File: config.mk
export PLATFORM = sky130hd
export DESIGN_NAME = mips_main_control
export DESIGN_NICKNAME = d
export VERILOG_FILES = /design/src/rtl/mips_ctrl_pkg.sv /design/src/rtl/mips_main_control_imm_aluop_decode.sv /design/src/rtl/mips_main_control.sv
export SDC_FILE = /design/constraint.sdc
export NUM_CORES = 1
export LEC_CHECK = 0
export ABC_AREA = 1
export CAP_MARGIN = 20
export CELL_PAD_IN_SITES_DETAIL_PLACEMENT = 1
export CELL_PAD_IN_SITES_GLOBAL_PLACEMENT = 1
export CORE_ASPECT_RATIO = 1.75
export CORE_MARGIN = 2
export CORE_UTILIZATION = 26
export CTS_BUF_LIST = sky130_fd_sc_hd__clkbuf_8
export DETAILED_ROUTE_END_ITERATION = 16
export GPL_TIMING_DRIVEN = 0
export PLACE_DENSITY_LB_ADDON = 0.1
export RECOVER_POWER = 25
export SLEW_MARGIN = 20
export SYNTH_ARGS = -nofsm -noshare
export SYNTH_HDL_FRONTEND = slang
export SYNTH_SLANG_ARGS = --single-unit
export TNS_END_PERCENT = 30
File: constraint.sdc
create_clock -name clk -period 1.45 [get_ports clk]
set_input_delay 0.29 -clock clk [delete_from_list [all_inputs] [get_ports clk]]
set_output_delay 0.29 -clock clk [all_outputs]
set_load 0.01 [all_outputs]
File: src/rtl/mips_ctrl_pkg.sv
// mips_ctrl_pkg: opcode, ALUOP, selector and state encodings shared by the main control FSM
package mips_ctrl_pkg;
    localparam logic [5:0] OP_RTYPE = 6'd0;
    localparam logic [5:0] OP_J     = 6'd2;
    localparam logic [5:0] OP_BEQ   = 6'd4;
    localparam logic [5:0] OP_BNE   = 6'd5;
    localparam logic [5:0] OP_ADDI  = 6'd8;
    localparam logic [5:0] OP_SLTI  = 6'd10;
    localparam logic [5:0] OP_ANDI  = 6'd12;
    localparam logic [5:0] OP_ORI   = 6'd13;
    localparam logic [5:0] OP_XORI  = 6'd14;
    localparam logic [5:0] OP_LUI   = 6'd15;
    localparam logic [5:0] OP_LW    = 6'd35;
    localparam logic [5:0] OP_SW    = 6'd43;

    localparam logic [2:0] ALUOP_ADD   = 3'b000;
    localparam logic [2:0] ALUOP_SUB   = 3'b001;
    localparam logic [2:0] ALUOP_AND   = 3'b010;
    localparam logic [2:0] ALUOP_OR    = 3'b011;
    localparam logic [2:0] ALUOP_XOR   = 3'b100;
    localparam logic [2:0] ALUOP_SLT   = 3'b101;
    localparam logic [2:0] ALUOP_LUI   = 3'b110;
    localparam logic [2:0] ALUOP_FUNCT = 3'b111;

    localparam logic [1:0] SRCB_B    = 2'b00;
    localparam logic [1:0] SRCB_4    = 2'b01;
    localparam logic [1:0] SRCB_IMM  = 2'b10;
    localparam logic [1:0] SRCB_IMM2 = 2'b11;

    localparam logic [1:0] PCSRC_ALU    = 2'b00;
    localparam logic [1:0] PCSRC_ALUOUT = 2'b01;
    localparam logic [1:0] PCSRC_JUMP   = 2'b10;

    typedef enum logic [3:0] {
        S_FETCH, S_DECODE, S_MEMADR, S_MEMRD, S_MEMWR, S_MEMWB,
        S_RTYPE_EX, S_RTYPE_WB, S_BRANCH, S_JUMP, S_IMM_EX, S_IMM_WB
    } state_t;
endpackage

File: src/rtl/mips_main_control_imm_aluop_decode.sv
// imm_aluop_decode: maps an immediate-class opcode to its ALUOP and extension mode
module imm_aluop_decode
    import mips_ctrl_pkg::*;
#(
    parameter int OP_W    = 6,
    parameter int ALUOP_W = 3
) (
    input  logic [OP_W-1:0]    i_opcode,
    output logic [ALUOP_W-1:0] o_aluop,
    output logic               o_ext_op
);
    always_comb begin
        o_aluop  = ALUOP_ADD;
        o_ext_op = 1'b1;
        case (i_opcode)
            OP_SLTI: o_aluop = ALUOP_SLT;
            OP_ANDI: {o_aluop, o_ext_op} = {ALUOP_AND, 1'b0};
            OP_ORI:  {o_aluop, o_ext_op} = {ALUOP_OR, 1'b0};
            OP_XORI: {o_aluop, o_ext_op} = {ALUOP_XOR, 1'b0};
            OP_LUI:  {o_aluop, o_ext_op} = {ALUOP_LUI, 1'b0};
            default: ;
        endcase
    end
endmodule

File: src/rtl/mips_main_control.sv
// mips_main_control: multi-cycle MIPS control FSM with memory-ready stalls and Moore datapath enables
module mips_main_control
    import mips_ctrl_pkg::*;
#(
    parameter int OP_W    = 6,
    parameter int ALUOP_W = 3
) (
    input  logic               clk,
    input  logic               rst,
    input  logic [OP_W-1:0]    Opcode,
    input  logic               Zero,
    input  logic               mem_ready,
    output logic [ALUOP_W-1:0] ALUOP,
    output logic               PCWrite,
    output logic               PCWriteCond,
    output logic               IorD,
    output logic               MemRead,
    output logic               MemWrite,
    output logic               IRWrite,
    output logic               RegDst,
    output logic               MemtoReg,
    output logic               RegWrite,
    output logic               ALUSrcA,
    output logic [1:0]         ALUSrcB,
    output logic               ExtOp,
    output logic [1:0]         PCSource,
    output logic               illegal_op,
    output logic               instr_done
);
    state_t               r_state, w_state_nxt;
    logic [ALUOP_W-1:0]   w_imm_aluop;
    logic                 w_imm_ext;

    imm_aluop_decode #(.OP_W(OP_W), .ALUOP_W(ALUOP_W)) u_imm_dec (
        .i_opcode (Opcode),
        .o_aluop  (w_imm_aluop),
        .o_ext_op (w_imm_ext)
    );

    always_ff @(posedge clk) begin
        if (rst) r_state <= S_FETCH;
        else     r_state <= w_state_nxt;
    end

    always_comb begin
        w_state_nxt = S_FETCH;
        ALUOP       = ALUOP_ADD;
        PCWrite     = 1'b0;
        PCWriteCond = 1'b0;
        IorD        = 1'b0;
        MemRead     = 1'b0;
        MemWrite    = 1'b0;
        IRWrite     = 1'b0;
        RegDst      = 1'b0;
        MemtoReg    = 1'b0;
        RegWrite    = 1'b0;
        ALUSrcA     = 1'b0;
        ALUSrcB     = SRCB_B;
        ExtOp       = 1'b0;
        PCSource    = PCSRC_ALU;
        illegal_op  = 1'b0;
        instr_done  = 1'b0;
        case (r_state)
            S_FETCH: begin
                MemRead     = 1'b1;
                ALUSrcB     = SRCB_4;
                IRWrite     = mem_ready;
                PCWrite     = mem_ready;
                w_state_nxt = mem_ready ? S_DECODE : S_FETCH;
            end
            S_DECODE: begin
                ALUSrcB = SRCB_IMM2;
                case (Opcode)
                    OP_RTYPE:                    w_state_nxt = S_RTYPE_EX;
                    OP_LW, OP_SW:                w_state_nxt = S_MEMADR;
                    OP_BEQ, OP_BNE:              w_state_nxt = S_BRANCH;
                    OP_J:                        w_state_nxt = S_JUMP;
                    OP_ADDI, OP_SLTI, OP_ANDI,
                    OP_ORI, OP_XORI, OP_LUI:     w_state_nxt = S_IMM_EX;
                    default:                     illegal_op  = 1'b1;
                endcase
            end
            S_MEMADR: begin
                ALUSrcA     = 1'b1;
                ALUSrcB     = SRCB_IMM;
                ExtOp       = 1'b1;
                w_state_nxt = (Opcode == OP_LW) ? S_MEMRD : (Opcode == OP_SW) ? S_MEMWR : S_FETCH;
            end
            S_MEMRD: begin
                MemRead     = 1'b1;
                IorD        = 1'b1;
                w_state_nxt = mem_ready ? S_MEMWB : S_MEMRD;
            end
            S_MEMWR: begin
                MemWrite    = 1'b1;
                IorD        = 1'b1;
                instr_done  = mem_ready;
                w_state_nxt = mem_ready ? S_FETCH : S_MEMWR;
            end
            S_MEMWB: begin
                RegWrite   = 1'b1;
                MemtoReg   = 1'b1;
                instr_done = 1'b1;
            end
            S_RTYPE_EX: begin
                ALUSrcA     = 1'b1;
                ALUOP       = ALUOP_FUNCT;
                w_state_nxt = S_RTYPE_WB;
            end
            S_RTYPE_WB: begin
                RegWrite   = 1'b1;
                RegDst     = 1'b1;
                instr_done = 1'b1;
            end
            S_BRANCH: begin
                ALUSrcA     = 1'b1;
                ALUOP       = ALUOP_SUB;
                PCSource    = PCSRC_ALUOUT;
                PCWriteCond = (Opcode == OP_BEQ && Zero) || (Opcode == OP_BNE && !Zero);
                instr_done  = 1'b1;
            end
            S_JUMP: begin
                PCWrite    = 1'b1;
                PCSource   = PCSRC_JUMP;
                instr_done = 1'b1;
            end
            S_IMM_EX: begin
                ALUSrcA     = 1'b1;
                ALUSrcB     = SRCB_IMM;
                ALUOP       = w_imm_aluop;
                ExtOp       = w_imm_ext;
                w_state_nxt = S_IMM_WB;
            end
            S_IMM_WB: begin
                RegWrite   = 1'b1;
                ALUOP      = w_imm_aluop;
                ExtOp      = w_imm_ext;
                instr_done = 1'b1;
            end
            default: ;
        endcase
        // reset masks every enable in the reset cycle itself
        if (rst) begin
            {ALUOP, PCWrite, PCWriteCond, IorD, MemRead, MemWrite, IRWrite, RegDst, MemtoReg,
             RegWrite, ALUSrcA, ALUSrcB, ExtOp, PCSource, illegal_op, instr_done} = '0;
        end
    end
endmodule

==> run_results.csv, run 1 <==
group,metric,value,unit
timing,fin_skew,0.00558,ns
final_layout,mostFrequentLayoutCells,"22 x buf_4, 21 x buf_2, 18 x nor2_1, 15 x nand2_1, 10 x inv_1",
timing,fin_ws,-0.274,ns
timing,rsz0062_at_grt,"yes",
placement,place_ws,-1.05,ns
final_layout,top_register,"r_state",
pwr,pwr-share-seq,19.4,%
die,ios,30,
clock_network,insertion_delay,0.22,ns
die,core,2300,um^2
timing,drv_slew,0,
clock_network,path_clk_slew,0.03,ns
synthesis,synth_top_area_share,15.4,%
final_layout,final_cells,205,
detailed_routing,drc_errors,0,
timing,fin_crit,1.72,ns
final_layout,drive_above_1_share,63.9,%
detailed_routing,vias,1054,
synthesis,syn_inst,118,
critical_path,cp-start-kind,"flop",
min_path,hp-class,"in2reg",
flow_run,drv_cap,0,
clock_network,ctsHoldBuffers,0,
die,start_util,27.6,%
synthesis,syn_area,636,um^2
grt,antenna_found_initial,0,
die,rows,23,
critical_path,timing.rr.start,"r_state[2]",
detailed_routing,wirelength,3.84,mm
placement,post_dp_cell_area,957,um^2
clock_network,cts.path.max_buffers,2,
final_layout,nets,192,
synthesis,syn_area_per_cell,5.39,um^2
critical_path,end_kind,"output port",
pwr,p_sw_share,32.9,%
placement,hpwlAfterDp,1.95,mm
grt,grt_max_degree,11,
timing,max_freq,580,MHz
synthesis,synth_area_leaders,"nor2_1 15%, nand2_1 13%, dfxtp_1 13%",
synthesis,synth_seq_area_share,12.6,%
die,die_width,41.4,um
final_layout,largestRegisters,"r_state x4",
status,violations,"setup timing",
pwr,p_leak,0.000686,uW
pwr,peakVddDrop,0.000386,V
timing,setup_viol,21,
pwr,p_comb_share,40.4,%
timing,finalCritPeriodShare,119,%
timing,final_hold_viol_count,0,
pwr,clock_power_share,40.2,%
min_path,hold_start,"rst",
die,die_h,69.4,um
critical_path,arrival,1.43,ns
pwr,power.switching,195,uW
status,status,"complete, but fails checks",
pwr,p_int,397,uW
critical_path,critPathLaunch,"r_state[2]",
timing,relSlewSlack,83.4,%
grt,grt_pass1_wl,4.98,mm
placement,place_inst,172,
critical_path,cp_max_fo,5,
synthesis,ys_warn_count,0,
placement,place.gp.congestion,0.763,
synthesis,ys_seq_elements,4,
pwr,cellPowerDensity,434,nW/um^2
die,die-area,2870,um^2
critical_path,cp_data_required_time,1.16,ns
final_layout,final_util,59.3,%
final_layout,diodes,0,
clock_network,cts_sinks,4,
timing,worst_pin_slew,0.249,ns
clock_network,htree_levels,1,
final_layout,largest_reg_flops,4,
grt,grt_pass1_vias,1150,
final_layout,layout_commonest_cell,"buf_4",
synthesis,synth_top_area_cell,"nor2_1",
detailed_routing,drt_iter0_drc,27,
detailed_routing,drt-pass1-iter-count,4,
synthesis,synth.distinct_cells,25,
critical_path,criticalPathCategory,"reg2out",
final_layout,stdcell_area,1370,um^2
clock_network,cts_tree,"yes",
grt,grt_util_all_layers,25.0,%
detailed_routing,via_per_inst,5.14,
clock_network,cts_made_buffers,3,
detailed_routing,wl_per_cell,18.7,um
clock_network,root_buffer,"clkbuf_8",
grt,grt_overflow,0,
final_layout,syn2layout_area_growth,115,%
detailed_routing,antenna_left,0,
synthesis,synth_fp_nets,128,
placement,io_buffers,29,
-- synth_stat cells --
cell / instances
nor2_4: 4
nor2_1: 26
dfxtp_1: 4
inv_2: 4
nor2_2: 2
a21oi_2: 1
xor2_1: 1
o22ai_1: 1
o21ai_0: 1
o21ai_1: 1
nor4_1: 1
o21bai_1: 2
a31oi_1: 1
nand3_1: 9
inv_1: 14
clkbuf_1: 1
nor3_2: 1
nand2_4: 2
nand4_1: 3
nand2_1: 22
and3_1: 2
nor3_1: 6
a21oi_1: 7
nand2_2: 1
buf_2: 1
-- routing by layer --
layer	up-vias	GRT usage [%]	part of all wire, %
li1	508	-	-
met1	511	20.7	31
met2	27	50.9	65
met3	8	1.60	2.0
met4	0	8.96	2.3
met5	-	0	0
-- layout make-up --
cell class	count	area (um^2)
fillers	310	936
multi-input cells	94	651
repair buffers	59	443
flip-flops and latches	4	95.1
inverters	18	80.1
clock buffers	3	41.3
well taps	25	31.3
plain buffers	2	25.0
-- logic make-up (layout without fill, tap and decap cells) --
group | after synthesis | after routing | synth area share [%]
AO/OA/AOI/OAI | 14 | 14 | 12.8
AND/OR/NAND/NOR | 79 | 79 | 61.2
XOR/XNOR | 1 | 1 | 1.38
buffers and inverters | 20 | 82 | 12.0
flip-flops | 4 | 4 | 12.6
-- final timing paths --
path	to	slack, ns	cells after the start
worst max-delay path	PCWrite	-0.27	4
worst min register to register	r_state[3]	0.84	4
worst max register to register	r_state[0]	-0.13	9
worst min-delay path	r_state[3]	0.59	3
-- worst max-delay path, cell delays in order (launching register included) --
cell and delay (ns):
dfxtp_4 0.36, nor2_4 0.17, nand4_1 0.24, a21oi_1 0.28
buf_2 0.17
-- through the flow --
step                      hold WS (ns)  power [uW]  TNS [ns]
after detailed placement         0.759         260    -18.00
after floorplan                  0.545         188         0
final                            0.587         592     -2.97
after global placement           0.752         257    -17.37
after CTS                        0.571         546     -1.83
after global routing             0.589         630     -4.21
-- repair_timing --
action | CTS | global route
resized for setup | 152 | 22
gates cloned | 1 | 0
pin swaps | 23 | 10
buffers inserted | 23 | 7
endpoints found under the setup margin | 24 | 21
-- power groups by stage --
stage	Combinational (uW)	Sequential (uW)	Clock [uW]
final	239	115	238
after global routing	256	115	259
after CTS	201	114	232
after detailed placement	141	119	0
after global placement	138	119	0
after floorplan	69.9	118	0
Note: power is estimated with default switching activity, not from simulation.
==> run 2: changes to the inputs <==
Settings changed: CORE_MARGIN 2 to default, SKIP_LAST_GASP from default to 1.
==> run_results.csv, run 2 (same netlist as run 1, synthesis figures left out) <==
group,metric,value,unit
critical_path,arrival,1.37,ns
grt,antenna_found_initial,0,
detailed_routing,drc_errors,0,
die,die_width,39.4,um
min_path,min_path_cells,3,
critical_path,endpoint,"PCWrite",
placement,post_dp_cell_area,957,um^2
timing,fin_ws,-0.214,ns
timing,drv_slew,0,
pwr,p_leak,0.000695,uW
detailed_routing,via_per_inst,5.30,
clock_network,root_buffer,"clkbuf_8",
clock_network,cts_made_buffers,3,
detailed_routing,wirelength,3.53,mm
die,die-area,2650,um^2
clock_network,path_clk_slew,0.04,ns
final_layout,largestRegisters,"r_state x4",
critical_path,timing.rr.start,"r_state[2]",
grt,grt_pass1_wl,5.07,mm
critical_path,cp-start-kind,"flop",
final_layout,syn2layout_area_growth,109,%
clock_network,cts.path.max_buffers,2,
critical_path,crit_buf_inv,1,
grt,grt_overflow,0,
timing,fin_skew,0.00815,ns
pwr,peakVddDrop,0.000362,V
critical_path,critPathLaunch,"r_state[2]",
critical_path,r2r_slack,-0.15,ns
final_layout,final_cells,202,
pwr,power.switching,197,uW
flow_run,drv_cap,0,
critical_path,reg2reg_to,"r_state[0]",
timing,setup_viol,20,
critical_path,end_kind,"output port",
detailed_routing,drt_iter0_drc,27,
pwr,p_sw_share,34.2,%
final_layout,largest_reg_flops,4,
die,start_util,27.6,%
grt,grt_util_all_layers,28.1,%
timing,worst_pin_slew,0.226,ns
clock_network,htree_levels,1,
placement,place_inst,172,
timing,fin_crit,1.66,ns
placement,place.gp.congestion,0.796,
die,rows,23,
timing,final_hold_viol_count,0,
detailed_routing,wl_per_cell,17.5,um
pwr,p_comb_share,36.1,%
timing,max_freq,601,MHz
final_layout,fill_cells,314,
detailed_routing,vias,1070,
critical_path,cp_max_fo,5,
clock_network,ctsHoldBuffers,0,
timing,tns,-2.57,ns
final_layout,seq_area,95.1,um^2
status,status,"complete, but fails checks",
detailed_routing,drt-pass1-iter-count,6,
critical_path,slowest_stage,"dfxtp_4",
critical_path,cp_data_required_time,1.16,ns
critical_path,critical-path-max-stage-delay,0.36,ns
timing,rsz0062_at_grt,"yes",
final_layout,diodes,0,
critical_path,crit_cells,4,
grt,grt_max_degree,11,
die,ios,30,
placement,io_buffers,29,
pwr,pwr-share-seq,19.8,%
critical_path,criticalPathCategory,"reg2out",
pwr,cellPowerDensity,434,nW/um^2
final_layout,layout_commonest_cell,"buf_4",
die,core,2300,um^2
timing,finalCritPeriodShare,115,%
final_layout,top_register,"r_state",
clock_network,insertion_delay,0.23,ns
final_layout,drive_above_1_share,61.0,%
final_layout,mostFrequentLayoutCells,"22 x buf_4, 19 x nor2_1, 17 x buf_2, 15 x nand2_1, 10 x inv_1",
grt,grt_pass1_vias,1137,
timing,relSlewSlack,84.8,%
min_path,hp-class,"in2reg",
status,violations,"setup timing",
final_layout,nets,189,
pwr,clock_power_share,44.1,%
placement,hpwlAfterDp,1.97,mm
die,die_h,67.4,um
critical_path,crit_family,"simple AND/OR/NAND/NOR gates",
pwr,p_int,379,uW
critical_path,rr_worst_depth,9,
final_layout,stdcell_area,1330,um^2
critical_path,crit_chain,"nor2_4, nand4_1, a21oi_1, buf_2",
final_layout,multi_input_area,646,um^2
detailed_routing,antenna_left,0,
clock_network,cts_sinks,4,
clock_network,cts_tree,"yes",
==> run 2: changes by cell type in the layout (fill, tap and decap cells not counted), moves of 2 or more <==
| cell | change |
|---|---|
| inv_2 | -2 |
| nand2_4 | +3 |
| inv_4 | +2 |
| buf_2 | -4 |
| nand2_2 | -2 |
| nor2_2 | -2 |
| nor3_2 | -3 |
| clkbuf_2 | +3 |
| a21oi_1 | +2 |
| buf_6 | -2 |
| nor3_4 | +2 |
==> run 2: tightest hold or removal path, stage by stage <==
cell and delay [ns]:
clkbuf_2 0.16, clkbuf_4 0.21, a21oi_2 0.04
==> run 2: power groups by stage <==
| stage | logic, uW | registers, uW | clock network (uW) |
|---|---|---|---|
| floorplan | 69.9 | 118 | 0 |
| global placement | 138 | 119 | 0 |
| detailed placement | 141 | 119 | 0 |
| CTS | 195 | 113 | 237 |
| global route | 220 | 114 | 262 |
| finish | 208 | 114 | 254 |
==> run 2: per-layer routing <==
metal	share of wire, %	GRT usage, %	wire, um
met5	0	0	0
met4	3.3	19.4	115
met3	3.1	5.26	108
met2	61	54.2	2160
met1	33	23.3	1150
==> run 2: how the worst min path moves through the flow <==
stage               slack [ns]          to       start
floorplan                 0.55  r_state[1]   mem_ready
global placement          0.75  r_state[2]  r_state[0]
detailed placement        0.76  r_state[2]  r_state[0]
finish                    0.51  r_state[1]         rst
global route              0.53  r_state[1]         rst
CTS                       0.62  r_state[2]   Opcode[1]
==> run 2: cell type report <==
class	instances	area share, %
buffer	2	1.60
clock buffer	3	3.11
inverter	18	6.23
multi-input combinational	94	48.7
sequential	4	7.17
tap	25	2.36
timing repair buffer	56	30.8
==> run 2: repair_timing <==
action / 4_1_cts / 5_1_grt
setup buffers: 23 / 4
gates resized for setup: 142 / 26
setup endpoints to repair: 23 / 21
cloned: 1 / 0
pin swaps: 21 / 13
==> run 2: through the flow <==
stage	hold WS, ns	setup WS, ns	total power [uW]	utilization, %
2_1_floorplan	0.545	0.124	188	-
3_3_place_gp	0.750	-1.01	257	41.6
3_5_place_dp	0.762	-1.07	260	41.6
4_1_cts	0.621	-0.152	545	56.0
5_1_grt	0.526	-0.234	596	57.6
6_report	0.512	-0.214	575	57.6
